**src/rtl/chanels_result_arbiter.sv**
```systemverilog
// Round-robin arbiter: per-lane one-entry holding slots feeding a single valid/ready
// result stream, with a sticky per-lane overflow flag for dropped results.
module chanels_result_arbiter #(
   parameter int CHANELS = 4,
   parameter int WIDTH   = 32
) (
   input  logic                         clk,
   input  logic                         rstn,
   input  logic [CHANELS-1:0]           i_vld,
   input  logic [CHANELS*WIDTH-1:0]     i_ac,
   input  logic [CHANELS*WIDTH-1:0]     i_ph,
   input  logic                         i_rdy,
   input  logic                         i_clr_ovf,
   output logic                         o_vld,
   output logic [$clog2(CHANELS)-1:0]   o_addres,
   output logic [WIDTH-1:0]             o_ac,
   output logic [WIDTH-1:0]             o_ph,
   output logic [CHANELS-1:0]           o_ovf
);

   localparam int AW = $clog2(CHANELS);

   logic             full_q [CHANELS];
   logic [WIDTH-1:0] slot_ac_q [CHANELS];
   logic [WIDTH-1:0] slot_ph_q [CHANELS];

   logic [AW-1:0]       ptr_q;
   logic [AW-1:0]       ptr_d;
   logic                vld_q;
   logic [AW-1:0]       addr_q;
   logic [WIDTH-1:0]    ac_q;
   logic [WIDTH-1:0]    ph_q;
   logic [CHANELS-1:0]  ovf_q;
   logic [CHANELS-1:0]  ovf_d;
   logic [CHANELS-1:0]  ovf_set;

   logic          loadable;
   logic          grant_vld;
   logic [AW-1:0] grant_idx;
   logic [AW:0]   cand;
   logic          take;

   assign loadable = !vld_q || i_rdy;
   assign take     = loadable && grant_vld;

   // Scan downwards so the last hit is the first full slot at or after ptr.
   always_comb begin
      grant_vld = 1'b0;
      grant_idx = '0;
      cand      = '0;
      for (int i = CHANELS - 1; i >= 0; i--) begin
         cand = {1'b0, ptr_q} + (AW+1)'(i);
         if (cand >= (AW+1)'(CHANELS)) begin
            cand = cand - (AW+1)'(CHANELS);
         end
         if (full_q[cand[AW-1:0]]) begin
            grant_vld = 1'b1;
            grant_idx = cand[AW-1:0];
         end
      end
   end

   always_comb begin
      ptr_d = ptr_q;
      if (take) begin
         ptr_d = (grant_idx == AW'(CHANELS - 1)) ? '0 : grant_idx + AW'(1);
      end
   end

   // A set in the same cycle as a clear wins.
   assign ovf_d = ovf_set | (i_clr_ovf ? '0 : ovf_q);

   generate
      for (genvar gi = 0; gi < CHANELS; gi++) begin : g_slot
         logic granted;
         logic capture;

         assign granted     = take && (grant_idx == AW'(gi));
         assign capture     = i_vld[gi] && (!full_q[gi] || granted);
         assign ovf_set[gi] = i_vld[gi] && full_q[gi] && !granted;

         always_ff @(posedge clk) begin
            if (!rstn) begin
               full_q[gi]    <= 1'b0;
               slot_ac_q[gi] <= '0;
               slot_ph_q[gi] <= '0;
            end else if (capture) begin
               full_q[gi]    <= 1'b1;
               slot_ac_q[gi] <= i_ac[gi*WIDTH +: WIDTH];
               slot_ph_q[gi] <= i_ph[gi*WIDTH +: WIDTH];
            end else if (granted) begin
               full_q[gi]    <= 1'b0;
            end
         end
      end
   endgenerate

   always_ff @(posedge clk) begin
      if (!rstn) begin
         vld_q  <= 1'b0;
         addr_q <= '0;
         ac_q   <= '0;
         ph_q   <= '0;
         ovf_q  <= '0;
         ptr_q  <= '0;
      end else begin
         ovf_q <= ovf_d;
         ptr_q <= ptr_d;
         if (loadable) begin
            if (grant_vld) begin
               vld_q  <= 1'b1;
               addr_q <= grant_idx;
               ac_q   <= slot_ac_q[grant_idx];
               ph_q   <= slot_ph_q[grant_idx];
            end else begin
               vld_q  <= 1'b0;
            end
         end
      end
   end

   assign o_vld    = vld_q;
   assign o_addres = addr_q;
   assign o_ac     = ac_q;
   assign o_ph     = ph_q;
   assign o_ovf    = ovf_q;

endmodule

```
**config.mk**
```make
export PLATFORM = sky130hd
export DESIGN_NAME = chanels_result_arbiter
export DESIGN_NICKNAME = d
export VERILOG_FILES = /design/src/rtl/chanels_result_arbiter.sv
export SDC_FILE = /design/constraint.sdc
export NUM_CORES = 1
export LEC_CHECK = 0
export ABC_CLOCK_PERIOD_IN_PS = 6500
export CAP_MARGIN = 25
export CORE_MARGIN = 8
export CORE_UTILIZATION = 32
export DETAILED_ROUTE_END_ITERATION = 16
export GPL_TIMING_DRIVEN = 0
export PLACE_DENSITY = 0.69
export SKIP_LAST_GASP = 1
export SYNTH_ARGS = -nofsm -noshare
export SYNTH_HDL_FRONTEND = slang
export SYNTH_SLANG_ARGS = --single-unit
```
**constraint.sdc**
```tcl
create_clock -name clk -period 6.5 [get_ports clk]
set_input_delay 0.975 -clock clk [delete_from_list [all_inputs] [get_ports clk]]
set_output_delay 0.975 -clock clk [all_outputs]
set_load 0.05 [all_outputs]
```
Yosys cells after proc, flatten, opt, wreduce, memory -nomap -nowiden

Memory sizes are Yosys's and may differ from the RTL's. A register that Yosys moved wholly into a read port is not among the register bits.
Cells that the tools add are included.

Flip-flop bits (word level): 9
Bits in latches: 0
RAM bits: 260
ROM bits: 0
Bits of input ports: 264
Output and inout port bits: 71
Logic and storage cells: 134
Memories: 3

Add/subtract/negate cells: 8
Multipliers: 0
Div/mod/pow operators: 0
Order comparisons: 4
Equal/unequal tests: 3
Shift-type cells: 0
Mux-type cells: 60
Bitwise operators: 17
Reduce and logical (&&, ||, !) cells: 35

Memory list:

| memory    | depth | width | read ports | clocked after Yosys merged registers in | wr ports | RTL line | source |
|---|---|---|---|---|---|---|---|
| slot_ac_q | 4     | 32    | 1          | 1                                       | 4        | 24       | `logic [WIDTH-1:0] slot_ac_q [CHANELS];` |
| slot_ph_q | 4     | 32    | 1          | 1                                       | 4        | 25       | `logic [WIDTH-1:0] slot_ph_q [CHANELS];` |
| full_q    | 4     | 1     | 8          | 0                                       | 4        | 23       | `logic full_q [CHANELS];` |

Operator list:

| operator                                                                             | number |
|---|---|
| 32-bit two-way mux                                                                   | 8 |
| 1-bit two-way mux                                                                    | 42 |
| 2-bit two-way mux                                                                    | 9 |
| 1-bit logical AND                                                                    | 17 |
| 1-bit OR                                                                             | 16 |
| 1-bit zero test                                                                      | 11 |
| 3-bit greater-or-equal comparator (second input constant)                            | 3 |
| 2-bit by 1-bit subtractor with 2-bit output (second input constant)                  | 4 |
| 2-bit by 2-bit adder with 3-bit output (second input constant)                       | 2 |
| 1-bit logical OR                                                                     | 5 |
| 2-bit equality test (second input constant)                                          | 2 |
| 4-bit two-way mux                                                                    | 1 |
| 4-bit OR                                                                             | 1 |
| 2-bit by 1-bit adder with 3-bit output (second input constant)                       | 1 |
| 2-bit by 3-bit greater-or-equal comparator with 1-bit output (second input constant) | 1 |
| 2-bit by 1-bit adder with 2-bit output (second input constant)                       | 1 |
| 2-bit by 1-bit equality test with 1-bit output (second input constant)               | 1 |
| 2-bit zero test                                                                      | 1 |
| 2-bit AND reduction                                                                  | 1 |

Longest topological paths before layout

Gate-level depths: netlist of the first run.
An unclocked memory read counts as a cell.

Word-level depth: 17
Gate-level depth with buffers: 13
Mapped depth without buffers: 9

Worst setup path after synthesis of the first run

OpenSTA, ideal clock, no wires.

Kind: reg2reg
Start: memory full_q[3]
End: memory slot_ac_q[2][0] (enable)
Setup time: 0.575 ns
Data arrival time: 6.630 ns
Data required time: 5.925 ns
Slack: -0.705 ns
Cell stages (with the launch flop): 10
Path buffers: 2
Period minus slack after synthesis: 7.205 ns
Path through: edfxtp_1 > buf_6 > nor4bb_1 > nor4_2 > a21oi_1 > nor2_1 > clkbuf_1 > ha_1 > a31oi_1 > o21ai_0

RTL lines:

| element         | RTL line |
|---|---|
| start, declared | 23 |
| end, declared   | 24 |

==> results of run 1 <==
## routing by layer
layer | GRT usage | vias to the layer above | wire (um)
met5 | 0 | - | 9
met3 | 0.04307 | 90 | 4700
met1 | 0.2480 | 6110 | 23170
met2 | 0.3416 | 624 | 28120
met4 | 0.06424 | 2 | 1591
li1 | - | 5497 | -
## through the flow
stage          power [mW]    util  std cells  TNS, ns
3_5_place_dp        6.746  0.4129       2202        0
4_1_cts             8.875  0.4384       2271        0
6_report            8.851  0.4385       2274        0
5_1_grt             9.237  0.4384       2272        0
2_1_floorplan       5.314       -       1247        0
3_3_place_gp        6.650  0.4097       2196  -114.21
## worst register-to-register path, cell delays in order (launching register included)
cell and delay, ns:
sky130_fd_sc_hd__edfxtp_1 0.47, sky130_fd_sc_hd__buf_6 0.19, sky130_fd_sc_hd__nor4bb_1 0.16, sky130_fd_sc_hd__nor4_2 0.57
sky130_fd_sc_hd__and3_1 0.32, sky130_fd_sc_hd__nor2_1 0.10, sky130_fd_sc_hd__inv_2 0.34, sky130_fd_sc_hd__buf_1 0.61
sky130_fd_sc_hd__ha_1 0.29, sky130_fd_sc_hd__nand3_1 0.16, sky130_fd_sc_hd__a211oi_1 0.32, sky130_fd_sc_hd__clkbuf_1 0.74
sky130_fd_sc_hd__clkbuf_1 0.77, sky130_fd_sc_hd__and2_1 0.26
## flip-flops by register name, summed over array words and instances (netlist names), named ones only
signal,count
slot_ac_q,128
o_ovf,4
ptr_q,2
o_ac,32
slot_ph_q,128
o_ph,32
o_addres,2
o_vld,1
full_q,4
## area by class of cell
class | instances | area, um2 | area share
Antenna cell | 3 | 7.507 | 0.0003593
Buffer | 115 | 516.7 | 0.02473
Clock buffer | 63 | 1179 | 0.05641
Clock inverter | 6 | 36.28 | 0.001737
Inverter | 10 | 37.54 | 0.001797
Multi-Input combinational cell | 787 | 5590 | 0.2676
Sequential cell | 335 | 9299 | 0.4451
Tap cell | 615 | 769.5 | 0.03683
Timing Repair Buffer | 340 | 3458 | 0.1655
## cell usage in the layout, fill, tap and decap left out, drive strengths merged, types with 2 or more instances in the layout
master	synthesis	layout
nor4bb	2	2
o211ai	3	3
and2	321	321
a32oi	66	66
nor2b	2	2
clkdlybuf4s50	0	334
clkbuf	80	143
nor3	2	2
ha	4	4
edfxtp	259	259
buf	34	40
nand2	4	4
and4b	2	2
and3	2	2
mux2i	65	65
nand3	135	135
dfxtp	76	76
nor2	13	13
a211o	63	63
a211oi	6	6
nand2b	2	2
clkinv	0	5
o21ai	5	5
nor4	2	2
inv	10	11
a21o	3	3
mux2	3	3
a21oi	4	4
diode	0	3
a221oi	63	63
## where the power goes
part	internal (mW)	switching (mW)	leakage (nW)	total (mW)
Clock	1.24	0.874	0.595	2.11
Sequential	2.83	0.210	3.43	3.04
Combinational	1.24	2.46	3.78	3.70
Total	5.31	3.55	7.80	8.85
## cell families (layout without fill, tap and decap cells)
family,Yosys count,count (layout),share of synthesized area
AOI/OAI and AO/OA,223,223,0.1246
adders and majority gates,4,4,0.003248
buffers and inverters,125,534,0.03597
DFF,335,335,0.6034
muxes,68,68,0.04466
other,0,3,0
and+or+nand+nor,492,492,0.1881
## path summary, 6_finish.rpt
check                   start          endpoint  slack, ns  cells after the start
min reg2reg  slot_ph_q[1][27]          o_ph[27]       0.47                      2
max reg2reg         full_q[3]  slot_ph_q[3][14]       1.08                     13
min          slot_ph_q[1][27]          o_ph[27]       0.47                      2
max                 full_q[3]  slot_ph_q[3][14]       1.08                     13
==> reports/results.md, run 1 <==
### Yosys
- **syn nets** 1,515
- **number of instances in the synthesized netlist** 1,247
- **cell with the most instances after synthesis** sky130_fd_sc_hd__and2_1
- **number of enable-type register cells in the synthesized netlist** 259
- **Synth top area share** 0.5047
- **share of flip-flops with an asynchronous set or reset after synthesis** 0
- **average size of a mapped cell** 12.36 um2
- **Distinct cells, synth** 54
- **register bit count reported by yosys** 335
- **dominant cells by area after synthesis** sky130_fd_sc_hd__edfxtp_1 (50%), sky130_fd_sc_hd__and2_1 (13%), sky130_fd_sc_hd__dfxtp_1 (9.9%)
- **Top FF cell, synth** sky130_fd_sc_hd__edfxtp_1
- **cell area after technology mapping** 15,410 um2
- **post-synthesis sequential area ratio** 0.6034
- **Commonest cells post-synth** sky130_fd_sc_hd__and2_1 (320), sky130_fd_sc_hd__edfxtp_1 (259), sky130_fd_sc_hd__nand3_1 (135), sky130_fd_sc_hd__clkbuf_1 (80), sky130_fd_sc_hd__dfxtp_1 (76)
- **number of warnings issued by yosys** 0
- **largest area contributor in the netlist** sky130_fd_sc_hd__edfxtp_1

### Clock network
- **number of setup buffers added after CTS** 0
- **total clock sinks** 335
- **total of hold buffers inserted after clock tree synthesis** 0
- **Clock H-tree levels** 2
- **clock transition time at the flip-flop clock pins of the worst setup and hold paths** 0.06 ns
- **clock latency on the worst-skew pair** 0.55 ns
- **cell chosen for the clock root** sky130_fd_sc_hd__clkbuf_16
- **Resize count post-CTS** 0
- **TritonCTS buffer count** 38
- **TritonCTS clock tree** built
- **Bufs on Longest Clock Path** 3

### Die
- **I/O pin cnt** 335
- **Starting Density** 0.3234
- **Horiz. Die Dim** 235.4 um
- **Die Area** 55,430 um2
- **floorplan row count** 80
- **Core Box Area** 47,650 um2
- **Die H** 235.4 um

### Worst setup path
- **largest delay contributor family on the critical path** buffers and inverters
- **startpoint types** register
- **category of the worst setup path capture point** register
- **CP peak stage delay** 0.77 ns
- **WS Path Type** register to register
- **combined buffer and inverter count along the critical path** 5
- **critical path's slowest cell** sky130_fd_sc_hd__clkbuf_1
- **WP data arrival** 5.81 ns
- **data required time at the worst endpoint** 6.89 ns
- **ordered cell list for the critical path** buf_6, nor4bb_1, nor4_2, and3_1, nor2_1, inv_2, buf_1, ha_1, nand3_1, a211oi_1, clkbuf_1, clkbuf_1, and2_1
- **cell repeated most along the worst path** sky130_fd_sc_hd__clkbuf_1
- **worst-path fanout max** 11

### Run
- **number of max-cap violations** 0

### Global routing
- **first-pass GRT wire length** 83.06 mm
- **initial antenna violation count** 6
- **total routing resource utilization after global routing** 0.1993
- **vias in the first global route** 12,750
- **pin count of the biggest net entering global routing** 37
- **Overflow after GRT** 0

### Timing
- **worst hold slack after final layout** 0.4700 ns
- **Worst Max-Slew Pin Slew** 1.042 ns
- **RSZ-0062 raised after global routing** no
- **Peak Freq** 0.1845 GHz
- **remaining max-slew budget at the tightest pin** 0.3054
- **worst clock skew on the final layout** 0.02174 ns
- **number of failing hold endpoints at the final stage** 0
- **min cycle time layout** 5.420 ns
- **Max Slew Vio Count** 0
- **Setup WS post-layout** 1.080 ns
- **part of the cycle the worst path needs** 0.8339
- **Final setup violation count** 0

### Finish
- **number of filler cells placed in the layout** 4,389
- **growth of design area from synthesis to finish** 35.59%
- **post-layout instance area** 20,890 um2
- **ratio of cells with drive above 1 in the final layout** 0.06522
- **layout net count** 1,895

### Drt
- **mean number of vias per cell** 5.419
- **DRT antenna net count** 0
- **average routed wire per standard cell** 25.33 um
- **initial detailed-routing violation count** 1,232
- **First-pass DRT Iterations** 5
- **final wirelength** 57.59 mm
- **via count of the routed design** 12,320
- **DRC viols** 0

### Pwr
- **Cell Pwr Density** 423.6 nW/um2
- **leakage** 7.799 nW
- **worst-case vdd ir drop** 0.2257 mV

### Placement
- **Placer Congestion** 0.8690
- **dpl hpwl** 41.94 mm
- **total cell area at the placement stage** 19,670 um2
- **number of I/O port buffers** 334
- **DP Worst Slack** 1.129 ns

### Outcome
- **outcome** finished clean

### Hold path
- **worst hold-check path type** register to register

Power figures use the tool's default switching activity.
==> inputs of run 2 (changes only) <==
- ABC_CLOCK_PERIOD_IN_PS: 6500 -> 4550
- clock period: 6.5 -> 4.55 ns (I/O delays scaled with it)
==> run 2 against run 1 <==
Effect of this change:
- global-route usage about the same
- sequential share of layout area decreased by 0.19 points
- routed wire length about the same
- worst hold slack got worse by 0.0013 ns
- first-iteration DRC count decreased by 10%
- cell count about the same
- clock-buffer cell count decreased by 14
- maximum frequency increased by 28%
- die area unchanged
==> reports/results.md, run 2 (synthesis gave the netlist of run 1 again) <==
### Pwr
- **share of power burned in registers** 0.338, -0.005
- **Cell Int Power** 7.728 mW, +46%
- **leakage** 7.857 nW, +0.74%
- **fraction of power consumed by the clock network** 0.250, +0.011
- **switching share of total power** 0.3967, -0.003905
- **relative contribution of combinational cells to total power** 0.412, -0.006
- **Cell Pwr Density** 610.4 nW/um2, +44%
- **reported net switching power** 5.082 mW, +43%
- **worst-case vdd ir drop** 0.3191 mV, +41%

### Clock network
- **Clock H-tree levels** 2, unchanged
- **TritonCTS buffer count** 38, unchanged
- **number of setup buffers added after CTS** 0, unchanged
- **clock latency on the worst-skew pair** 0.54 ns, about the same
- **TritonCTS clock tree** built
- **total of hold buffers inserted after clock tree synthesis** 0, unchanged
- **Resize count post-CTS** 5, +5
- **Bufs on Longest Clock Path** 3, unchanged
- **clock transition time at the flip-flop clock pins of the worst setup and hold paths** 0.06 ns, about the same
- **total clock sinks** 335, unchanged
- **cell chosen for the clock root** sky130_fd_sc_hd__clkbuf_16

### Timing
- **worst clock skew on the final layout** 0.008534 ns, -0.01321 ns
- **Max Slew Vio Count** 0, unchanged
- **remaining max-slew budget at the tightest pin** 0.2748, -0.03064
- **Final setup violation count** 0, unchanged
- **part of the cycle the worst path needs** 0.9276, +0.09373
- **worst hold slack after final layout** 0.4687 ns, -0.001326 ns
- **RSZ-0062 raised after global routing** no
- **min cycle time layout** 4.221 ns, -1.200 ns
- **number of failing hold endpoints at the final stage** 0, unchanged
- **Worst Max-Slew Pin Slew** 1.088 ns, +0.04596 ns
- **Setup WS post-layout** 0.3293 ns, -0.7504 ns
- **Peak Freq** 0.2369 GHz, +28%

### Die
- **Die Area** 55,430 um2, unchanged
- **floorplan row count** 80, unchanged
- **I/O pin cnt** 335, unchanged
- **Starting Density** 0.3234, unchanged
- **Core Box Area** 47,650 um2, unchanged
- **Horiz. Die Dim** 235.4 um, unchanged
- **Die H** 235.4 um, unchanged

### Placement
- **Placer Congestion** 0.8654, -0.41%
- **DP Worst Slack** -0.7631 ns, -1.892 ns
- **number of I/O port buffers** 334, unchanged
- **dpl hpwl** 42.01 mm, +0.17%

### Drt
- **final wirelength** 57.55 mm, about the same
- **DRC viols** 0, unchanged
- **average routed wire per standard cell** 25.32 um, about the same
- **First-pass DRT Iterations** 5, unchanged
- **via count of the routed design** 12,270, -0.46%
- **initial detailed-routing violation count** 1,105, -10%
- **mean number of vias per cell** 5.396, -0.42%
- **DRT antenna net count** 0, unchanged

### Finish
- **commonest non-fill, non-tap cells in the layout** sky130_fd_sc_hd__clkdlybuf4s50_1 (334), sky130_fd_sc_hd__and2_1 (320), sky130_fd_sc_hd__edfxtp_1 (259)
- **layout net count** 1,893, -0.11%
- **most common cell after layout, fill and taps aside** sky130_fd_sc_hd__clkdlybuf4s50_1
- **registers with the highest flip-flop counts** slot_ac_q (128), slot_ph_q (128)
- **growth of design area from synthesis to finish** 36.18%
- **ratio of cells with drive above 1 in the final layout** 0.07492, +0.009707

### Worst setup path
- **count of cells along the worst register-to-register path** 12, -1
- **startpoint types** register
- **reg2reg end** slot_ph_q[1][30]
- **WS Path Type** register to register
- **worst reg2reg startpoint** full_q[3]
- **WP data arrival** 4.57 ns, -1.24 ns
- **data required time at the worst endpoint** 4.90 ns, -1.99 ns
- **worst-path fanout max** 20, +9
- **slack of the worst reg-to-reg path** 0.33 ns, -0.75 ns
- **category of the worst setup path capture point** register

### Global routing
- **first-pass GRT wire length** 83.61 mm, +0.66%
- **pin count of the biggest net entering global routing** 39, +5.4%
- **vias in the first global route** 12,930, +1.4%
- **global route hottest layer** met2
- **total routing resource utilization after global routing** 0.1998, +0.0004701
- **met1 Resource Use GR** 0.2452, -0.002816
- **met3 GRT Util** 0.04717, +0.004096
- **Overflow after GRT** 0, unchanged
- **initial antenna violation count** 8, +2
- **global-route met2 utilization** 0.3303, -0.01131

### Run
- **number of max-cap violations** 0, unchanged

### Hold path
- **Cells on Worst Hold Path** 2, unchanged
- **origin of the worst min-delay path** slot_ac_q[1][28]
- **worst hold-check path type** register to register
- **hold worst-path end** o_ac[28]

### Outcome
- **outcome** finished clean

[run 2: metrics by stage]
| stage | area, um2 | setup TNS, ns | util | std cells | total power [mW] |
|---|---|---|---|---|---|
| 3_3_place_gp | 19530 | -392.13 | 0.4098 | 2196 | 9.491 |
| 4_1_cts | 20970 | 0 | 0.4401 | 2270 | 12.86 |
| 6_report | 20990 | 0 | 0.4404 | 2273 | 12.81 |
| 3_5_place_dp | 19670 | -48.07 | 0.4129 | 2202 | 9.650 |
| 2_1_floorplan | 15410 | 0 | - | 1247 | 7.589 |
| 5_1_grt | 20980 | 0 | 0.4404 | 2272 | 13.37 |
[run 2: worst max-delay path, cell delays in order (launching register included)]
cell,delay [ns]
sky130_fd_sc_hd__edfxtp_1,0.44
sky130_fd_sc_hd__buf_6,0.18
sky130_fd_sc_hd__nor4bb_1,0.47
sky130_fd_sc_hd__nor4_2,0.15
sky130_fd_sc_hd__a21oi_1,0.36
sky130_fd_sc_hd__nor2_1,0.13
sky130_fd_sc_hd__clkinv_2,0.35
sky130_fd_sc_hd__ha_1,0.22
sky130_fd_sc_hd__nand3_1,0.16
sky130_fd_sc_hd__a211oi_1,0.36
sky130_fd_sc_hd__clkbuf_2,0.43
sky130_fd_sc_hd__clkbuf_1,0.43
sky130_fd_sc_hd__and2_1,0.34
[run 2: routing by layer]
metal | up-vias | share of wire
met3 | 119 | 0.075
met4 | 8 | 0.042
li1 | 5487 | -
met5 | - | 0.00099
met1 | 6054 | 0.40
met2 | 598 | 0.48
[run 2: worst max-delay path by stage]
stage / start / end / slack [ns] / cells after the start
after detailed placement: full_q[1] / slot_ph_q[3][11] / -0.76 / 13
after global placement: full_q[3] / slot_ac_q[2][18] / -1.47 / 9
after floorplan: full_q[3] / slot_ac_q[2][0] / 0.29 / 9
after global routing: full_q[1] / slot_ph_q[0][8] / 0.004 / 12
after CTS: full_q[1] / slot_ph_q[2][26] / 0.008 / 11
final: full_q[3] / slot_ph_q[1][30] / 0.33 / 12
[run 2: cell type report]
class | count | area, um2
well taps | 615 | 769.5
diodes | 3 | 7.507
flip-flops and latches | 335 | 9299
plain buffers | 113 | 521.8
multi-input cells | 787 | 5590
fillers | 4359 | 26660
clock buffers | 49 | 1086
inverters | 10 | 38.79
clock inverters | 21 | 214.0
repair buffers | 340 | 3458
[run 2: power by group through the flow]
stage	sequential (mW)	clock [mW]	combinational, mW
floorplan	4.75	0	2.84
global placement	4.40	0	5.09
detailed placement	4.37	0	5.28
CTS	4.32	3.26	5.28
global route	4.38	3.37	5.62
finish	4.33	3.20	5.28
